===== config.mk =====
export PLATFORM = sky130hd
export DESIGN_NAME = reset_responder
export DESIGN_NICKNAME = d
export VERILOG_FILES = /design/src/rtl/reset_responder.sv
export SDC_FILE = /design/constraint.sdc
export NUM_CORES = 1
export LEC_CHECK = 0
export CAP_MARGIN = 10
export CORE_MARGIN = 4
export CORE_UTILIZATION = 30
export DETAILED_ROUTE_END_ITERATION = 10
export GPL_TIMING_DRIVEN = 0
export PLACE_DENSITY = 0.52
export REMOVE_ABC_BUFFERS = 1
export SLEW_MARGIN = 20
export SYNTH_ARGS = -nofsm -noshare
export SYNTH_HDL_FRONTEND = slang
export SYNTH_SLANG_ARGS = --single-unit

===== constraint.sdc =====
create_clock -name clk_i -period 3.7 [get_ports clk_i]
set_input_delay 0.37 -clock clk_i [delete_from_list [all_inputs] [get_ports clk_i]]
set_output_delay 0.37 -clock clk_i [all_outputs]
set_load 0.005 [all_outputs]

===== src/rtl/reset_responder.sv =====
// Reset responder: turns a qualified upstream reset request into a timed local
// reset, then waits for lock/settle before reporting done.
module reset_responder #(
  parameter int unsigned CW = 16,
  parameter int unsigned TW = 32
) (
  input  logic          clk_i,
  input  logic          reset_i,
  input  logic          resetreq_i,
  input  logic          locked_i,
  input  logic [CW-1:0] minwidth_i,
  input  logic [CW-1:0] holdlength_i,
  input  logic [CW-1:0] settlelength_i,
  input  logic [TW-1:0] timeout_i,
  output logic          localreset_o,
  output logic          done_o,
  output logic          donestrobe_o,
  output logic          error_o,
  output logic          runt_o,
  output logic          lostlock_o,
  output logic          busy_o
);

  typedef enum logic [2:0] {
    S_IDLE     = 3'd0,
    S_MEASURE  = 3'd1,
    S_HOLD     = 3'd2,
    S_WAITLOCK = 3'd3,
    S_SETTLE   = 3'd4,
    S_DONE     = 3'd5,
    S_FAIL     = 3'd6
  } state_e;

  localparam logic [CW-1:0] C_ONE = {{(CW-1){1'b0}}, 1'b1};
  localparam logic [TW-1:0] T_ONE = {{(TW-1){1'b0}}, 1'b1};

  state_e        state_q, state_d;
  logic          resetreq_q;
  logic          armed_q, armed_d;
  logic [CW-1:0] wcnt_q, wcnt_d;
  logic [CW-1:0] hcnt_q, hcnt_d;
  logic [CW-1:0] scnt_q, scnt_d;
  logic [TW-1:0] tcnt_q, tcnt_d;
  logic          runt_q, runt_d;
  logic          err_q, err_d;
  logic          lost_q, lost_d;
  logic          lreset_q;
  logic          done_q;
  logic          dstb_q;
  logic          busy_q;

  logic          rise;
  logic          fall;
  logic [CW-1:0] hold_max;
  logic [TW-1:0] tcnt_inc;
  logic          tout_hit;
  logic          settled;

  // A request already high when reset lifts must be seen low before it counts.
  assign armed_d  = armed_q | ~resetreq_i;
  assign rise     = resetreq_i & ~resetreq_q & armed_q;
  assign fall     = ~resetreq_i & resetreq_q;

  assign hold_max = (holdlength_i == '0) ? C_ONE : holdlength_i;
  assign tcnt_inc = (&tcnt_q) ? tcnt_q : tcnt_q + T_ONE;
  assign tout_hit = (timeout_i != '0) && (tcnt_q == timeout_i);
  assign settled  = ({1'b0, scnt_q} + {1'b0, C_ONE})
                    >= {1'b0, settlelength_i};

  always_comb begin
    state_d = state_q;
    wcnt_d  = wcnt_q;
    hcnt_d  = hcnt_q;
    scnt_d  = scnt_q;
    tcnt_d  = tcnt_q;
    runt_d  = runt_q;
    err_d   = err_q;
    lost_d  = lost_q;
    if (rise) begin
      state_d = S_MEASURE;
      wcnt_d  = C_ONE;
      runt_d  = 1'b0;
      err_d   = 1'b0;
      lost_d  = 1'b0;
    end else begin
      unique case (state_q)
        S_MEASURE: begin
          if (fall) begin
            if (wcnt_q >= minwidth_i) begin
              state_d = S_HOLD;
              hcnt_d  = C_ONE;
            end else begin
              state_d = S_IDLE;
              runt_d  = 1'b1;
            end
          end else if (resetreq_i && !(&wcnt_q)) begin
            wcnt_d = wcnt_q + C_ONE;
          end
        end
        S_HOLD: begin
          if (hcnt_q >= hold_max) begin
            state_d = S_WAITLOCK;
            tcnt_d  = '0;
          end else begin
            hcnt_d = hcnt_q + C_ONE;
          end
        end
        S_WAITLOCK: begin
          tcnt_d = tcnt_inc;
          if (locked_i) begin
            if (settlelength_i == '0) begin
              state_d = S_DONE;
            end else begin
              state_d = S_SETTLE;
              scnt_d  = '0;
            end
          end else if (tout_hit) begin
            state_d = S_FAIL;
            err_d   = 1'b1;
          end
        end
        S_SETTLE: begin
          tcnt_d = tcnt_inc;
          if (locked_i && settled) begin
            state_d = S_DONE;
          end else if (tout_hit) begin
            state_d = S_FAIL;
            err_d   = 1'b1;
          end else if (!locked_i) begin
            state_d = S_WAITLOCK;
          end else begin
            scnt_d = scnt_q + C_ONE;
          end
        end
        S_DONE: begin
          if (!locked_i) begin
            state_d = S_WAITLOCK;
            lost_d  = 1'b1;
            tcnt_d  = '0;
          end
        end
        S_IDLE, S_FAIL: begin
        end
        default: state_d = S_IDLE;
      endcase
    end
  end

  always_ff @(posedge clk_i or posedge reset_i) begin
    if (reset_i) begin
      state_q    <= S_IDLE;
      resetreq_q <= 1'b0;
      armed_q    <= 1'b0;
      wcnt_q     <= '0;
      hcnt_q     <= '0;
      scnt_q     <= '0;
      tcnt_q     <= '0;
      runt_q     <= 1'b0;
      err_q      <= 1'b0;
      lost_q     <= 1'b0;
      lreset_q   <= 1'b0;
      done_q     <= 1'b0;
      dstb_q     <= 1'b0;
      busy_q     <= 1'b0;
    end else begin
      state_q    <= state_d;
      resetreq_q <= resetreq_i;
      armed_q    <= armed_d;
      wcnt_q     <= wcnt_d;
      hcnt_q     <= hcnt_d;
      scnt_q     <= scnt_d;
      tcnt_q     <= tcnt_d;
      runt_q     <= runt_d;
      err_q      <= err_d;
      lost_q     <= lost_d;
      lreset_q   <= (state_d == S_HOLD);
      done_q     <= (state_d == S_DONE);
      dstb_q     <= (state_d == S_DONE) && (state_q != S_DONE);
      busy_q     <= state_d inside
                    {S_MEASURE, S_HOLD, S_WAITLOCK, S_SETTLE};
    end
  end

  assign localreset_o = lreset_q;
  assign done_o       = done_q;
  assign donestrobe_o = dstb_q;
  assign error_o      = err_q;
  assign runt_o       = runt_q;
  assign lostlock_o   = lost_q;
  assign busy_o       = busy_q;

endmodule


==> results by group, run 1 <==
Run status
  • Status: completed

Detailed routing
  • Average wire per standard cell: 15.1 um
  • Post-route ant nets: 0
  • DRT Pass-1 Iters: 5
  • Total Wirelength: 17800 um
  • Initial DRC count: between 400 and 500
  • Vias per cell: 5.15
  • # DRC: 0
  • Via count: 6065

Global routing
  • First-pass GRT wire length: approximately 29000 um
  • Global-route usage over all layers: 0.144
  • Largest net degree at the start of global routing: 49
  • Initial antenna violation count: 0
  • Overflow after GRT: 0
  • Vias in the first global route: 5784

Layout
  • # nets final: 1029
  • Final Util: 0.381
  • Layout cells sized above 1: 0.0601
  • Fillers: 2216
  • Inserted Diodes: 0
  • Area growth, synth to finish: 24.4%
  • Finished Cell Area: 8360 sq um

Synth
  • Largest cells by area after synthesis: dfrtp_1 (34%), ha_1 (9.7%), xnor2_1 (6.3%)
  • Top cell type's share of synthesized area: 0.342
  • Synth Warn #: 0
  • EDFF count, synth: 0
  • Synth Register Bits: between 90 and 100
  • Top FF cell, synth: dfrtp_1
  • Post-Syn Area: 6720 sq um
  • Register area share after synthesis: 0.342
  • Asr flop ratio synth: 1.00
  • Distinct cell type count after synthesis: 60
  • Mapped Avg Cell Area: 8.28 sq um
  • Yosys top cell by area: dfrtp_1
  • Cell count after synthesis: 812

Power and ir drop
  • VDD IR max: between 0.2 and 0.25 mV
  • P_leak: 0.00354 uW
  • P per Cell Area: around 280 nW/um^2
  • Overall power: 2330 uW

STA
  • Layout Skew: roughly 0.011 ns
  • Slew headroom: 0.381
  • Slew Viols, Final: 0
  • Post-route setup slack: between 0.2 and 0.3 ns
  • Min Tclk post-route: 3.44 ns
  • Total negative slack: 0 ns
  • Setup violators final: 0
  • Tcrit/Tclk final: 0.930
  • Unrepaired setup endpoints after global routing: false
  • Final Hold Fails: 0
  • Fmax: around 0.29 GHz
  • Worst-margin pin slew: 0.925 ns

Hold path
  • Worst hold path class: in -> async

CTS
  • CTS buffer count: 9
  • Clk slew on worst S/H paths: 0.08 ns
  • H-tree depth: 3
  • CTS Hold Bufs: 0
  • CTS Root Cell: clkbuf_16
  • CTS tree: yes
  • Worst-Skew Late Latency: 0.35 ns
  • Clk sink count: 92
  • Clock Path Buffers: 2

Critical path
  • Worst EP required: roughly 4.0 ns
  • CP Class: in -> reg
  • Critical path cell sequence: clkdlybuf4s50_1 -> nor4_1 -> a41o_1 -> ha_1 -> nand2b_1 -> a21oi_1 -> o21ai_2 -> a2111oi_4 -> o21ai_2 -> or2_1 -> or4_1 -> a21oi_1
  • Critical path depth in cells: 12
  • CP arrival: 3.72 ns
  • Buf/Inv on CP: 1
  • Slowest-stage cell, CP: or4_1
  • Critical Path End Type: register
  • Crit path largest cell delay: 0.55 ns
  • Top delay family on crit path: simple AND/OR/NAND/NOR gates
  • CP Max Fanout: 16
  • Startpoint types: input pin
  • R2R cell count: 17

Flow run
  • Max Cap Viol: 0

Floorplan
  • Die ar.: 24900 sq um
  • DIE WIDTH: 158 um
  • Starting Density: 0.306
  • Top-level port count: just over 90
  • Area of the core: 22000 sq um
  • Row cnt: between 50 and 60
  • Die height: between 150 and 200 um

Placement
  • Place WS: -0.352 ns
  • Final Wtd Congestion: 0.848
  • Buffers on Ports: 90
  • Placed Area: 7930 sq um
  • Hpwl dp: 13200 um
## synth_stat cells (all sizes together) (5+ instances only)
| cell type | instances |
|---|---|
| o41ai | 7 |
| nor4 | 18 |
| and2 | 7 |
| o21ai | 70 |
| and4 | 7 |
| inv | 61 |
| nand4 | 38 |
| dfrtp | 92 |
| and3 | 14 |
| nor3 | 9 |
| nand2 | 85 |
| nor2 | 69 |
| nor2b | 7 |
| ha | 52 |
| clkbuf | 19 |
| o31ai | 21 |
| nand3 | 37 |
| or3 | 5 |
| xnor2 | 48 |
| xor2 | 17 |
| a211oi | 5 |
| or4 | 11 |
| nand2b | 11 |
| buf | 12 |
| a21oi | 34 |
| o211ai | 7 |
| a31oi | 14 |
## cells by family (layout without fill, tap and decap cells)
group / Yosys count / count (layout) / synth area share
flops: 92 / 92 / 0.342
xor+xnor: 65 / 65 / 0.0847
simple gates: 328 / 328 / 0.248
fa+ha+maj: 52 / 52 / 0.0968
buf+inv: 92 / 177 / 0.0549
mux: 3 / 3 / 0.00465
compound gates: 180 / 181 / 0.169
## worst reg2reg max path: stages, from the launching register on
cell	delay, ns
dfrtp_1	0.43
nand3_1	0.12
nor2_2	0.16
and3_1	0.24
and3_2	0.26
nand2_1	0.08
xnor2_1	0.19
ha_1	0.28
nand3_1	0.17
nor2_1	0.12
a31oi_2	0.23
o31ai_4	0.12
a211oi_4	0.24
buf_4	0.18
o221ai_4	0.10
buf_4	0.20
o21ai_1	0.13
o21ai_0	0.08
## repair_timing
action / in CTS / in global routing
pin swaps: 2 / 3
setup buffers: 5 / 2
endpoints found under the setup margin: 17 / 18
cloned: 1 / 0
resized for setup: 4 / 12
hold endpoints to repair: 0 / 0
## placed cells by master (no fill, tap or decap), types with 3 or more instances in the layout
master and count:
a211oi_1 4, a21o_1 4, a21oi_1 33, a31oi_1 13, and2_1 7, and3_1 13, and4_1 7, buf_4 7
clkbuf_16 9, clkdlybuf4s50_1 90, dfrtp_1 90, ha_1 51, inv_1 60, inv_6 5, nand2_1 85, nand2b_1 11
nand3_1 35, nand4_1 38, nor2_1 65, nor2b_1 7, nor3_1 8, nor4_1 17, o211ai_1 7, o21ai_0 67
o31ai_1 20, o41ai_1 7, or2_2 3, or3_1 5, or4_1 11, xnor2_1 47, xor2_1 17
## layout make-up
cell class	instances	area (sq um)	area share
clock buffers	9	225	0.0269
clock inverters	7	56.3	0.00673
inverters	61	234	0.0280
multi-input cells	629	4180	0.499
flip-flops and latches	92	2300	0.276
well taps	280	350	0.0419
repair buffers	100	1020	0.122
## path summary, 6_finish.rpt
check	from	end	slack, ns
worst max-delay path	holdlength_i[8]	hcnt_q[8]	0.26
max in group asynchronous	reset_i	scnt_q[11]	2.69
min in group clk_i	scnt_q[14]	scnt_q[14]	0.50
worst max register to register	scnt_q[3]	scnt_q[2]	0.26
worst min register to register	scnt_q[14]	scnt_q[14]	0.50
worst min-delay path	reset_i	tcnt_q[9]	0.43
## metrics by stage
step | hold slack, ns | cells
floorplan | 0.401 | 781
global placement | 0.467 | 1151
detailed placement | 0.484 | 1154
CTS | 0.446 | 1176
global route | 0.473 | 1178
finish | 0.429 | 1178
## registers in the layout, summed over array words and instances, names as in the netlist, 3 cells and up
signal / count
wcnt_q: 16
tcnt_q: 32
scnt_q: 16
hcnt_q: 16
state_q: 3
## per-layer routing
metal | wire, um | global-route usage
met1 | 8660 | 0.200
met2 | 8100 | 0.235
met3 | 814 | 0.0284
met4 | 191 | 0.0279
met5 | 0 | 0
## power by group
group          internal (uW)  leakage [uW]  switching, uW
clock network            468      0.000143            440
registers               1030       0.00120           40.7
logic                    183       0.00220            168
No activity file was read; power rests on OpenSTA's default activity.
==> run 2, diff against run 1 <==
--- a/config.mk
+++ b/config.mk
@@ -12,6 +12,7 @@
 export GPL_TIMING_DRIVEN = 0
 export PLACE_DENSITY = 0.52
 export REMOVE_ABC_BUFFERS = 1
+export SKIP_LAST_GASP = 1
 export SLEW_MARGIN = 20
 export SYNTH_ARGS = -nofsm -noshare
 export SYNTH_HDL_FRONTEND = slang
==> results of run 2 <==
Same layout as run 1: the final DEF is identical, and so are final timing and power.
==> run 3, diff against run 2 <==
--- a/config.mk
+++ b/config.mk
@@ -5,7 +5,8 @@
 export SDC_FILE = /design/constraint.sdc
 export NUM_CORES = 1
 export LEC_CHECK = 0
-export CAP_MARGIN = 10
+export ABC_CLOCK_PERIOD_IN_PS = 3700
+export CAP_MARGIN = 20
 export CORE_MARGIN = 4
 export CORE_UTILIZATION = 30
 export DETAILED_ROUTE_END_ITERATION = 10
==> results of run 3 <==
Same layout as run 1: the final DEF is identical, and so are final timing and power.
